### src/rtl/rom32x4_burst_reader.sv
// rom32x4_burst_reader: address sequencer and nibble packer for a 32x4 ROM.
// Walks LEN addresses from BASE and emits packed words on valid/ready.
module rom32x4_burst_reader #(
    parameter int NIB_PER_WORD = 4,
    parameter int ROM_LAT      = 1
) (
    input  logic                      i_ck,
    input  logic                      i_rstn,
    input  logic                      i_start,
    input  logic [4:0]                i_base,
    input  logic [5:0]                i_len,
    output logic [4:0]                o_ad,
    input  logic [3:0]                i_qdo,
    output logic [4*NIB_PER_WORD-1:0] o_dout,
    output logic                      o_dout_vld,
    input  logic                      i_out_rdy,
    output logic                      o_busy,
    output logic                      o_done
);
    localparam int W  = 4 * NIB_PER_WORD;
    localparam int CW = $clog2(NIB_PER_WORD);
    localparam logic [CW-1:0] LAST_SLOT = CW'(NIB_PER_WORD - 1);

    localparam logic [1:0] S_IDLE  = 2'd0;
    localparam logic [1:0] S_RUN   = 2'd1;
    localparam logic [1:0] S_FLUSH = 2'd2;

    logic [1:0]    r_state;
    logic [4:0]    r_ptr;
    logic [5:0]    r_rem;
    logic          r_tag;
    logic [CW-1:0] r_cnt;
    logic [W-1:0]  r_pack;
    logic [W-1:0]  r_dout;
    logic          r_vld;
    logic          r_busy;
    logic          r_done;

    logic          w_stall;
    logic          w_free;
    logic          w_xfer;
    logic          w_issue;
    logic          w_cap;
    logic          w_inflight;
    logic          w_full_ld;
    logic          w_part_ld;
    logic          w_ld;
    logic          w_end;
    logic [5:0]    w_len;
    logic [W-1:0]  w_word;

    // Unfilled packer slots are kept at zero, so a partial word needs no masking.
    always_comb begin
        w_len      = (i_len > 6'd32) ? 6'd32 : i_len;
        w_stall    = r_vld & ~i_out_rdy;
        w_free     = ~w_stall;
        w_xfer     = r_vld & i_out_rdy;
        w_issue    = (r_state == S_RUN) && (r_rem != 6'd0) && !w_stall;
        w_inflight = (ROM_LAT != 0) ? r_tag : 1'b0;
        w_cap      = (ROM_LAT != 0) ? r_tag : w_issue;
        w_word     = r_pack | (W'(i_qdo) << (4 * r_cnt));
        w_full_ld  = w_cap && (r_cnt == LAST_SLOT);
        w_part_ld  = (r_state == S_FLUSH) && !w_inflight
                     && (r_cnt != '0) && w_free;
        w_ld       = w_full_ld | w_part_ld;
        w_end      = (r_state != S_IDLE) && (r_rem == 6'd0) && !w_inflight
                     && (r_cnt == '0) && w_free;
    end

    always_ff @(posedge i_ck or negedge i_rstn) begin
        if (!i_rstn) begin
            r_state <= S_IDLE;
            r_ptr   <= '0;
            r_rem   <= '0;
            r_tag   <= 1'b0;
            r_cnt   <= '0;
            r_pack  <= '0;
            r_dout  <= '0;
            r_vld   <= 1'b0;
            r_busy  <= 1'b0;
            r_done  <= 1'b0;
        end else begin
            r_done <= 1'b0;
            unique case (r_state)
                S_IDLE: begin
                    if (i_start) begin
                        r_ptr   <= i_base;
                        r_rem   <= w_len;
                        r_busy  <= 1'b1;
                        r_state <= S_RUN;
                    end
                end
                S_RUN: begin
                    if (w_end) begin
                        r_busy  <= 1'b0;
                        r_done  <= 1'b1;
                        r_state <= S_IDLE;
                    end else if (r_rem == 6'd0) begin
                        r_state <= S_FLUSH;
                    end
                end
                S_FLUSH: begin
                    if (w_end) begin
                        r_busy  <= 1'b0;
                        r_done  <= 1'b1;
                        r_state <= S_IDLE;
                    end
                end
                default: r_state <= S_IDLE;
            endcase

            if (w_issue) begin
                r_ptr <= r_ptr + 5'd1;
                r_rem <= r_rem - 6'd1;
            end
            r_tag <= (ROM_LAT != 0) && w_issue;

            if (w_ld) begin
                r_pack <= '0;
                r_cnt  <= '0;
            end else if (w_cap) begin
                r_pack <= w_word;
                r_cnt  <= r_cnt + 1'b1;
            end

            if (w_ld) begin
                r_dout <= w_full_ld ? w_word : r_pack;
                r_vld  <= 1'b1;
            end else if (w_xfer) begin
                r_vld  <= 1'b0;
            end
        end
    end

    // Issue throttling must keep a completed word from hitting a stalled output.
    a_no_overrun: assert property (
        @(posedge i_ck) disable iff (!i_rstn) w_full_ld |-> w_free);

    assign o_ad       = r_ptr;
    assign o_dout     = r_dout;
    assign o_dout_vld = r_vld;
    assign o_busy     = r_busy;
    assign o_done     = r_done;

endmodule

### config.mk
export PLATFORM = sky130hd
export DESIGN_NAME = rom32x4_burst_reader
export DESIGN_NICKNAME = d
export VERILOG_FILES = /design/src/rtl/rom32x4_burst_reader.sv
export SDC_FILE = /design/constraint.sdc
export NUM_CORES = 1
export LEC_CHECK = 0
export BUFFER_PORTS_ARGS = -buffer_cell sky130_fd_sc_hd__buf_2
export CORE_UTILIZATION = 25
export DETAILED_ROUTE_END_ITERATION = 8
export SLEW_MARGIN = 20
export SYNTH_ARGS = -nofsm -noshare
export SYNTH_HDL_FRONTEND = slang
export SYNTH_SLANG_ARGS = --single-unit
### constraint.sdc
create_clock -name i_ck -period 3.6 [get_ports i_ck]
set_clock_uncertainty 0.1 [all_clocks]
set_input_delay 0.18 -clock i_ck [delete_from_list [all_inputs] [get_ports i_ck]]
set_output_delay 0.18 -clock i_ck [all_outputs]
set_load 0.005 [all_outputs]
==> impl_metrics.csv, run 1 <==
group,metric,value,unit
outcome,status,"finished clean",
cts,cts_buffers,5,
sta,final.min_clock_period,2.55,ns
cts,clk_path_buf_depth,2,
cts,clkTransAtPathRegs,0.10,ns
yosys,synth_top_family_by_area,"compound AO/OA/AOI/OAI gates",
yosys,synthDistinctLibCells,43,
final_layout,nNetsFinal,299,
detailed_routing,wl_per_cell,14.3,µm
cts,root_buffer,"clkbuf_8",
floorplanning,dieArea,10400,µm²
final_layout,post-route-util,30.1,%
detailed_routing,avgViaCountPerCell,4.79,
sta,finalSetupTns,0,ns
global_route,grt_max_degree,34,
detailed_routing,drc,0,
cts,post_cts_buffers,0,
place,placed_area,2820,µm²
cts,clock_latency,0.31,ns
job,maxCapViolCount,0,
yosys,avgSynthCellArea,10.7,µm²
final_layout,drive_above_1_share,21.2,%
detailed_routing,drt-total-wl,5.81,mm
place,io_buffers,42,
final_layout,final_cell_mix,"dfrtp_1 (51), buf_2 (42), nor2_1 (21)",
yosys,synth_compound_area_share,20.2,%
global_route,grt_antenna_before_repair,0,
cts,cts_tree,"yes",
final_layout,final_common_cell,"dfrtp_1",
final_layout,num-fill-cells,1032,
yosys,ys_warn_count,0,
global_route,grt_pass1_vias,1829,
yosys,synth.ff_latch_count,51,
worst_setup_path,cp_slowest_cell,"or4b_4",
place,place_worst_setup_slack,1.07,ns
worst_setup_path,path_cells,"inv_1 > ha_1 > or4b_4 > o211ai_4 > inv_4 > mux2i_1 > a221o_1",
hold_path,hp-class,"in -> reg",
pwr,peakVddDrop,190,µV
place,gp_congestion,0.791,
sta,fmax,391,MHz
worst_setup_path,crit_path_start_kind,"flip-flop",
yosys,synth-edff-count,0,
final_layout,multi_input_area,1100,µm²
detailed_routing,routed-via-count,1950,
cts,ctsResizeCount,0,
worst_setup_path,crit_type,"reg -> reg",
yosys,yosys.area_share.simple,18.0,%
final_layout,postLayoutCellArea,2930,µm²
worst_setup_path,critPathTopFamily,"compound AO/OA/AOI/OAI gates",
place,dp.cells,398,
worst_setup_path,cp-end-kind,"flip-flop",
sta,grt_setup_unrepaired,"false",
sta,finalSetupViolations,0,
final_layout,antenna_cells,0,
detailed_routing,drt_iter0_markers,112,
sta,min_period_over_period,71.0,%
final_layout,instances_no_fill,407,
global_route,track_usage,11.9,%
floorplanning,row_count,36,
sta,max_slew.worst_pin.slew,0.662,ns
yosys,ys.flop_type,"dfrtp_1",
yosys,synth-async-reset-ratio,100,%
global_route,grt_pass1_wl,9.60,mm
floorplanning,die-height,102,µm
cts,hold_buffers,1,
worst_setup_path,critical_path_arrival,2.65,ns
global_route,overflow,0,
final_layout,syn_to_final_growth,17.5,%
cts,cts_sinks,51,
worst_setup_path,crit_buf_inv,2,
detailed_routing,antenna_left,0,
sta,hold_viol_final,0,
sta,setup_slack,1.05,ns
yosys,synth_mux_area_share,2.06,%
sta,slew_headroom,55.8,%
yosys,seq_area_frac_synth,51.2,%
floorplanning,start_util,25.6,%
floorplanning,die_w,102,µm
worst_setup_path,cpPeakStageDelay,0.54,ns
floorplanning,core,9730,µm²
sta,slew_violations,0,
detailed_routing,first_pass_iters,4,
yosys,netlist_instances,234,
worst_setup_path,worstPathRequired,3.70,ns
yosys,synthAdderAreaFrac,3.51,%
pwr,p_leak,1.43,nW
yosys,synth_area,2490,µm²
cts,ctsHtreeMaxLevel,2,
final_layout,regArea,1280,µm²
worst_setup_path,worst-path-max-fanout,17,
yosys,synth-xor-area-share,0.351,%
pwr,p_per_area,858,nW/µm²
yosys,synth_nets,260,
place,dp.final_hpwl,4.08,mm
floorplanning,ios,43,
power breakdown:
part	internal, W	switching (W)	leakage [nW]
Sequential	0.000814	0.000186	0.662
Combinational	0.000484	0.000677	0.715
Clock	0.000144	0.000209	0.0502
cells by family after synthesis:
kind of cell	Yosys count
compound gates	64
flops	51
fa+ha+maj	7
buf+inv	26
xor+xnor	1
simple gates	80
mux	5
routing by layer:
layer	part of all wire (%)	wire [µm]	track usage, %	vias to the layer above
met4	1.2	67	3.85	0
met3	3.9	228	2.33	4
li1	-	-	-	955
met2	48	2770	19.3	38
met1	47	2750	16.1	953
met5	0	0	0	-
worst paths after layout:
| kind | start | endpoint | slack [ns] | cells past startpoint |
|---|---|---|---|---|
| worst max-delay path | r_rem[0]$_DFFE_PN0P_ | r_rem[3]$_DFFE_PN0P_ | 1.05 | 7 |
| worst min-delay path | i_len[3] | r_rem[3]$_DFFE_PN0P_ | 0.007 | 2 |
| worst max register to register | r_rem[0]$_DFFE_PN0P_ | r_rem[3]$_DFFE_PN0P_ | 1.05 | 7 |
| worst min register to register | r_pack[4]$_DFFE_PN0P_ | r_pack[4]$_DFFE_PN0P_ | 0.40 | 2 |
| max in group asynchronous | i_rstn | r_pack[5]$_DFFE_PN0P_ | 2.34 | 3 |
| min in group asynchronous | i_rstn | o_ad[2]$_DFFE_PN0P_ | 0.28 | 2 |
registers in the layout, indices dropped and copies added (netlist names):
name        flops
o_dout         16
r_pack         16
r_rem           6
o_ad            5
r_cnt           2
r_state         2
o_busy          1
o_done          1
o_dout_vld      1
r_tag           1
synthesized netlist by cell type, types with 2 or more instances:
| cell type | n | area (µm²) |
|---|---|---|
| nand2_1 | 8 | 30.0 |
| dfrtp_1 | 51 | 1280 |
| and2_1 | 4 | 25.0 |
| nand2b_1 | 2 | 12.5 |
| buf_6 | 2 | 22.5 |
| nor2_1 | 21 | 78.8 |
| o21ai_0 | 7 | 35.0 |
| and3_1 | 20 | 125 |
| clkbuf_1 | 9 | 33.8 |
| nor3b_1 | 2 | 15.0 |
| a221o_1 | 17 | 170 |
| nor3_1 | 4 | 20.0 |
| a21oi_1 | 5 | 25.0 |
| nand3_1 | 9 | 45.0 |
| nand4b_1 | 2 | 17.5 |
| inv_1 | 12 | 45.0 |
| o211ai_1 | 3 | 22.5 |
| a31oi_1 | 14 | 87.6 |
| ha_1 | 7 | 87.6 |
| a211oi_1 | 4 | 30.0 |
| a22o_1 | 4 | 35.0 |
| nor2b_1 | 2 | 12.5 |
| mux2i_1 | 4 | 40.0 |
| o221a_1 | 2 | 22.5 |
area by class of cell:
type                       count  area share [%]
timing repair buffer          45            8.03
sequential                    51            43.6
clock buffer                   5            2.35
tap                          133            5.68
multi-input combinational    157            37.7
inverter                      13            1.75
clock inverter                 3           0.982
metrics by stage:
step | total power [W] | hold WS, ns
finish | 0.00251 | 0.00669
detailed placement | 0.00217 | 0.0972
CTS | 0.00253 | 0.00285
floorplan | 0.00184 | -0.216
global placement | 0.00215 | 0.0957
global route | 0.00274 | 0.0144
(Power assumes the default switching activity.)
==> run 2, diff against run 1 <==
==> constraint.sdc (replaced) <==
create_clock -name i_ck -period 2.6 [get_ports i_ck]
set_clock_uncertainty 0.1 [all_clocks]
set_input_delay 0.13 -clock i_ck [delete_from_list [all_inputs] [get_ports i_ck]]
set_output_delay 0.13 -clock i_ck [all_outputs]
set_load 0.005 [all_outputs]
==> run 2 against run 1 <==
Combinational power up 44%. Critical path depth down 1. Hold slack worse by 0.0015 ns. Register-to-register slack worse by 0.85 ns. Critical path type unchanged. Critical endpoint is now o_ad[2]$_DFFE_PN0P_. Largest cell class unchanged.
==> impl_metrics.csv, run 2 (synthesis gave the netlist of run 1 again) <==
group,metric,value,unit
pwr,p_leak,1.46,nW
worst_setup_path,crit_type,"reg -> reg",
sta,fmax,416,MHz
global_route,track_usage,12.0,%
place,gp_congestion,0.761,
global_route,grt_pass1_vias,1920,
cts,clock_latency,0.30,ns
final_layout,nNetsFinal,306,
worst_setup_path,r2r_slack,0.20,ns
final_layout,syn_to_final_growth,19.9,%
worst_setup_path,r2r_cells,6,
sta,final.min_clock_period,2.40,ns
detailed_routing,routed-via-count,2005,
worst_setup_path,worst-path-max-fanout,10,
sta,finalSetupTns,0,ns
worst_setup_path,regToRegEndpoint,"o_ad[2]$_DFFE_PN0P_",
detailed_routing,wl_per_cell,14.0,µm
cts,cts_tree,"yes",
floorplanning,dieArea,10400,µm²
sta,hold_viol_final,0,
hold_path,min_path_cells,3,
sta,grt_setup_unrepaired,"false",
floorplanning,row_count,36,
global_route,grt_pass1_wl,9.77,mm
hold_path,hp-class,"in -> reg",
cts,post_cts_buffers,0,
detailed_routing,drc,0,
cts,ctsHtreeMaxLevel,2,
detailed_routing,antenna_left,0,
floorplanning,die_w,102,µm
global_route,grt_max_degree,52,
place,placed_area,2850,µm²
place,io_buffers,42,
place,dp.final_hpwl,4.08,mm
final_layout,final_common_cell,"dfrtp_1",
sta,slew_headroom,56.7,%
cts,clkTransAtPathRegs,0.10,ns
sta,min_period_over_period,92.5,%
final_layout,drive_above_1_share,22.1,%
cts,cts_buffers,5,
floorplanning,start_util,25.6,%
final_layout,antenna_cells,0,
sta,finalSetupViolations,0,
cts,cts_sinks,51,
pwr,peakVddDrop,318,µV
outcome,status,"finished clean",
worst_setup_path,critical_path_arrival,2.50,ns
pwr,power,0.00353,W
sta,slew_violations,0,
floorplanning,ios,43,
final_layout,final_cell_mix,"dfrtp_1 (51), buf_2 (42), nor2_1 (21)",
hold_path,min_to,"o_ad[0]$_DFFE_PN0P_",
detailed_routing,drt-total-wl,5.79,mm
job,maxCapViolCount,0,
detailed_routing,first_pass_iters,4,
worst_setup_path,cp-end-kind,"flip-flop",
floorplanning,core,9730,µm²
pwr,p_per_area,1180,nW/µm²
floorplanning,die-height,102,µm
sta,max_slew.worst_pin.slew,0.648,ns
cts,ctsResizeCount,0,
detailed_routing,avgViaCountPerCell,4.84,
worst_setup_path,r2r_start,"r_rem[0]$_DFFE_PN0P_",
detailed_routing,drt_iter0_markers,74,
final_layout,postLayoutCellArea,2990,µm²
cts,root_buffer,"clkbuf_8",
cts,clk_path_buf_depth,2,
worst_setup_path,crit_path_start_kind,"flip-flop",
worst_setup_path,worstPathRequired,2.70,ns
hold_path,hp-start,"i_base[0]",
global_route,grt_antenna_before_repair,0,
global_route,overflow,0,
run 2: cell types whose count changed in the layout (fill, tap and decap cells not counted):
cell           delta
dlygate4sd3_1     +3
buf_4             +4
run 2: stage by stage:
step                      hold WS [ns]  util, %  std cells  worst slack, ns
after floorplan                 -0.266        -        234            0.340
after global placement           0.186     29.3        402            0.287
after detailed placement         0.183     29.3        402            0.225
after CTS                      0.00248     30.7        414            0.199
after global routing           0.00178     30.7        414           0.0798
final                          0.00523     30.7        414            0.196
run 2: critical path, cell delays in order, from the launching register on:
cell	delay, ns
dfrtp_1	0.43
inv_1	0.07
ha_1	0.20
or4b_4	0.54
o211ai_4	0.36
mux2_1	0.36
o221a_1	0.23
run 2: routing by layer:
metal,GRT usage (%),routed length [µm],share of wire [%],up-vias
li1,-,-,-,970
met1,16.0,2730,47,990
met2,19.0,2710,47,37
met3,2.46,226,3.9,8
met4,5.49,129,2.2,0
met5,0,0,0,-
run 2: how the worst max path moves through the flow:
stage	start	endpoint	slack, ns	cells after the start
after global placement	r_rem[0]$_DFFE_PN0P_	o_ad[2]$_DFFE_PN0P_	0.29	6
after global routing	r_rem[0]$_DFFE_PN0P_	o_ad[2]$_DFFE_PN0P_	0.08	6
after CTS	r_rem[0]$_DFFE_PN0P_	o_ad[2]$_DFFE_PN0P_	0.20	6
final	r_rem[0]$_DFFE_PN0P_	o_ad[2]$_DFFE_PN0P_	0.20	6
after floorplan	r_rem[0]$_DFFE_PN0P_	o_ad[2]$_DFFE_PN0P_	0.34	7
after detailed placement	r_rem[0]$_DFFE_PN0P_	o_ad[2]$_DFFE_PN0P_	0.23	6
run 2: final cells by class:
cell class	instances	area, µm²
timing repair buffer	52	295
sequential	51	1280
clock inverter	3	28.8
clock buffer	5	68.8
tap	133	166
inverter	13	51.3
fill	1058	6740
multi-input combinational	157	1100
run 2: where the power goes:
group | total (W) | switching, W | internal [W]
registers | 0.00138 | 0.000255 | 0.00113
logic | 0.00167 | 0.000952 | 0.000718
clock network | 0.000482 | 0.000282 | 0.000200
run 2: what timing repair did:
item | in CTS | in global routing
hold buffers | 4 | 0
endpoints found under the setup margin | 0 | 0
endpoints found under the hold margin | 54 | 0
==> run 3, diff against run 2 <==
--- a/config.mk
+++ b/config.mk
@@ -6,6 +6,7 @@
 export NUM_CORES = 1
 export LEC_CHECK = 0
 export BUFFER_PORTS_ARGS = -buffer_cell sky130_fd_sc_hd__buf_2
+export CORE_ASPECT_RATIO = 0.7
 export CORE_UTILIZATION = 25
 export DETAILED_ROUTE_END_ITERATION = 8
 export SLEW_MARGIN = 20
==> run 3 against run 2 <==
Sequential power barely moved. Flip-flop and latch count did not move. Power rose by 4.5%. Critical path depth did not move. Core utilization rose by 0.29 points. Worst setup slack improved by 0.033 ns. Clock power rose by 35%. Register-to-register slack improved by 0.03 ns. Hold slack got worse by 0.0030 ns. First-iteration DRC count rose by 58%. Critical endpoint unchanged. Largest cell class unchanged. Largest power group unchanged. Highest routed layer unchanged.
==> impl_metrics.csv, run 3 (synthesis gave the netlist of run 1 again) <==
group,metric,value,unit
detailed_routing,avgViaCountPerCell,4.94,
cts,clk_path_buf_depth,2,
hold_path,hp-class,"in -> reg",
place,dp.cells,396,
detailed_routing,drt-total-wl,6.04,mm
sta,slew_violations,0,
floorplanning,ios,43,
worst_setup_path,critical_path_arrival,2.45,ns
floorplanning,die_w,121,µm
worst_setup_path,regToRegEndpoint,"o_ad[2]$_DFFE_PN0P_",
sta,finalSetupViolations,0,
final_layout,final_common_cell,"dfrtp_1",
worst_setup_path,r2r_start,"r_rem[0]$_DFFE_PN0P_",
floorplanning,dieArea,10400,µm²
place,io_buffers,42,
floorplanning,core,9680,µm²
floorplanning,die-height,85.6,µm
worst_setup_path,worst-path-max-fanout,8,
global_route,grt_max_degree,33,
detailed_routing,routed-via-count,2005,
sta,hold_viol_final,0,
detailed_routing,antenna_left,0,
worst_setup_path,crit_end,"o_ad[2]$_DFFE_PN0P_",
pwr,p_switching,0.00151,W
floorplanning,start_util,25.7,%
final_layout,antenna_cells,0,
cts,cts_sinks,51,
sta,grt_setup_unrepaired,"false",
cts,cts_buffers,5,
global_route,grt_pass1_vias,1931,
place,dp.final_hpwl,4.28,mm
pwr,p_per_area,1230,nW/µm²
global_route,grt_pass1_wl,9.99,mm
cts,cts_tree,"yes",
worst_setup_path,r2r_slack,0.23,ns
worst_setup_path,crit_path_start_kind,"flip-flop",
global_route,overflow,0,
final_layout,multi_input_area,1100,µm²
detailed_routing,drc,0,
final_layout,postLayoutCellArea,3000,µm²
final_layout,instances_no_fill,406,
detailed_routing,first_pass_iters,4,
global_route,grtUsageMet1,18.4,%
pwr,internal_power,0.00218,W
sta,timing.hold.ws,0.00222,ns
cts,post_cts_buffers,0,
pwr,pwr-share-comb,44.8,%
global_route,use_met2,17.6,%
sta,min_period_over_period,91.2,%
detailed_routing,drt_iter0_markers,117,
final_layout,final_cell_mix,"dfrtp_1 (51), buf_2 (42), nor2_1 (21)",
pwr,peakVddDrop,338,µV
worst_setup_path,r2r_cells,6,
place,placed_area,2840,µm²
sta,max_slew.worst_pin.slew,0.715,ns
worst_setup_path,crit_type,"reg -> reg",
cts,clock_latency,0.29,ns
pwr,clockPowerShare,17.6,%
place,place_worst_setup_slack,0.247,ns
outcome,status,"finished clean",
cts,root_buffer,"clkbuf_16",
worst_setup_path,startpoint,"r_rem[0]$_DFFE_PN0P_",
sta,final.min_clock_period,2.37,ns
final_layout,drive_above_1_share,21.9,%
sta,fmax,422,MHz
cts,ctsHtreeMaxLevel,2,
global_route,busiest_layer,"met1",
cts,clkTransAtPathRegs,0.07,ns
global_route,grt_antenna_before_repair,0,
worst_setup_path,cp-end-kind,"flip-flop",
sta,slew_headroom,52.2,%
pwr,p_leak,1.46,nW
final_layout,nNetsFinal,303,
sta,setup_slack,0.230,ns
final_layout,num-fill-cells,999,
floorplanning,row_count,30,
place,gp_congestion,0.829,
pwr,pwr-share-seq,37.6,%
job,maxCapViolCount,0,
final_layout,regArea,1280,µm²
final_layout,syn_to_final_growth,20.5,%
sta,finalSetupTns,0,ns
pwr,switching_share,41.0,%
global_route,track_usage,12.4,%
detailed_routing,wl_per_cell,14.9,µm
global_route,met3_usage,3.13,%
worst_setup_path,worstPathRequired,2.68,ns
==> run 3: changes by cell type in the layout (fill, tap and decap cells not counted) <==
cell / before / now
clkinv_4: 2 / 0
inv_8: 1 / 0
clkinvlp_4: 0 / 2
clkbuf_16: 0 / 5
clkinv_2: 0 / 1
dlygate4sd3_1: 4 / 2
clkbuf_8: 5 / 0
buf_4: 6 / 5
==> run 3: final cells by class <==
| type | instances | share of cell area [%] |
|---|---|---|
| Multi-Input combinational cell | 157 | 36.7 |
| Sequential cell | 51 | 42.5 |
| Tap cell | 128 | 5.33 |
| Clock buffer | 5 | 4.16 |
| Clock inverter | 3 | 0.666 |
| Inverter | 13 | 1.71 |
| Timing Repair Buffer | 49 | 8.91 |
==> run 3: worst max-delay path: stages, from the launching register on <==
cell,delay (ns)
dfrtp_1,0.42
inv_1,0.07
ha_1,0.21
or4b_4,0.55
o211ai_4,0.32
mux2_1,0.36
o221a_1,0.23
==> run 3: through the flow <==
stage               util [%]  total power (W)
global placement        29.3          0.00300
floorplan                  -          0.00255
finish                  31.0          0.00369
global route            31.0          0.00400
CTS                     31.0          0.00372
detailed placement      29.3          0.00305
==> run 3: power by group through the flow <==
stage	sequential (W)	combinational, W	clock (W)
detailed placement	0.00140	0.00165	0
global route	0.00144	0.00185	0.000708
global placement	0.00139	0.00160	0
finish	0.00139	0.00165	0.000649
floorplan	0.00134	0.00121	0
CTS	0.00139	0.00166	0.000671
==> run 3: worst min-delay path by stage <==
stage | from | endpoint | slack (ns) | cells after the start
global placement | i_rstn | o_ad[0]$_DFFE_PN0P_ | 0.001 | 1
global route | i_base[3] | o_ad[3]$_DFFE_PN0P_ | 0.02 | 3
finish | i_base[3] | o_ad[3]$_DFFE_PN0P_ | 0.002 | 3
detailed placement | i_rstn | o_ad[0]$_DFFE_PN0P_ | 0.006 | 1
CTS | i_base[3] | o_ad[3]$_DFFE_PN0P_ | 0.005 | 3
floorplan | i_rstn | o_ad[0]$_DFFE_PN0P_ | -0.27 | 0
==> run 3: what timing repair did <==
action                                  4_1_cts  5_1_grt
resized for setup                             0        0
endpoints found under the setup margin        0        0
hold buffers                                  2        0
endpoints found under the hold margin        18        0
==> run 3: per-layer routing <==
layer	share of wire [%]	routed length (µm)
met1	50	3010
met2	44	2660
met3	5.3	320
met4	0.81	49
met5	0	0
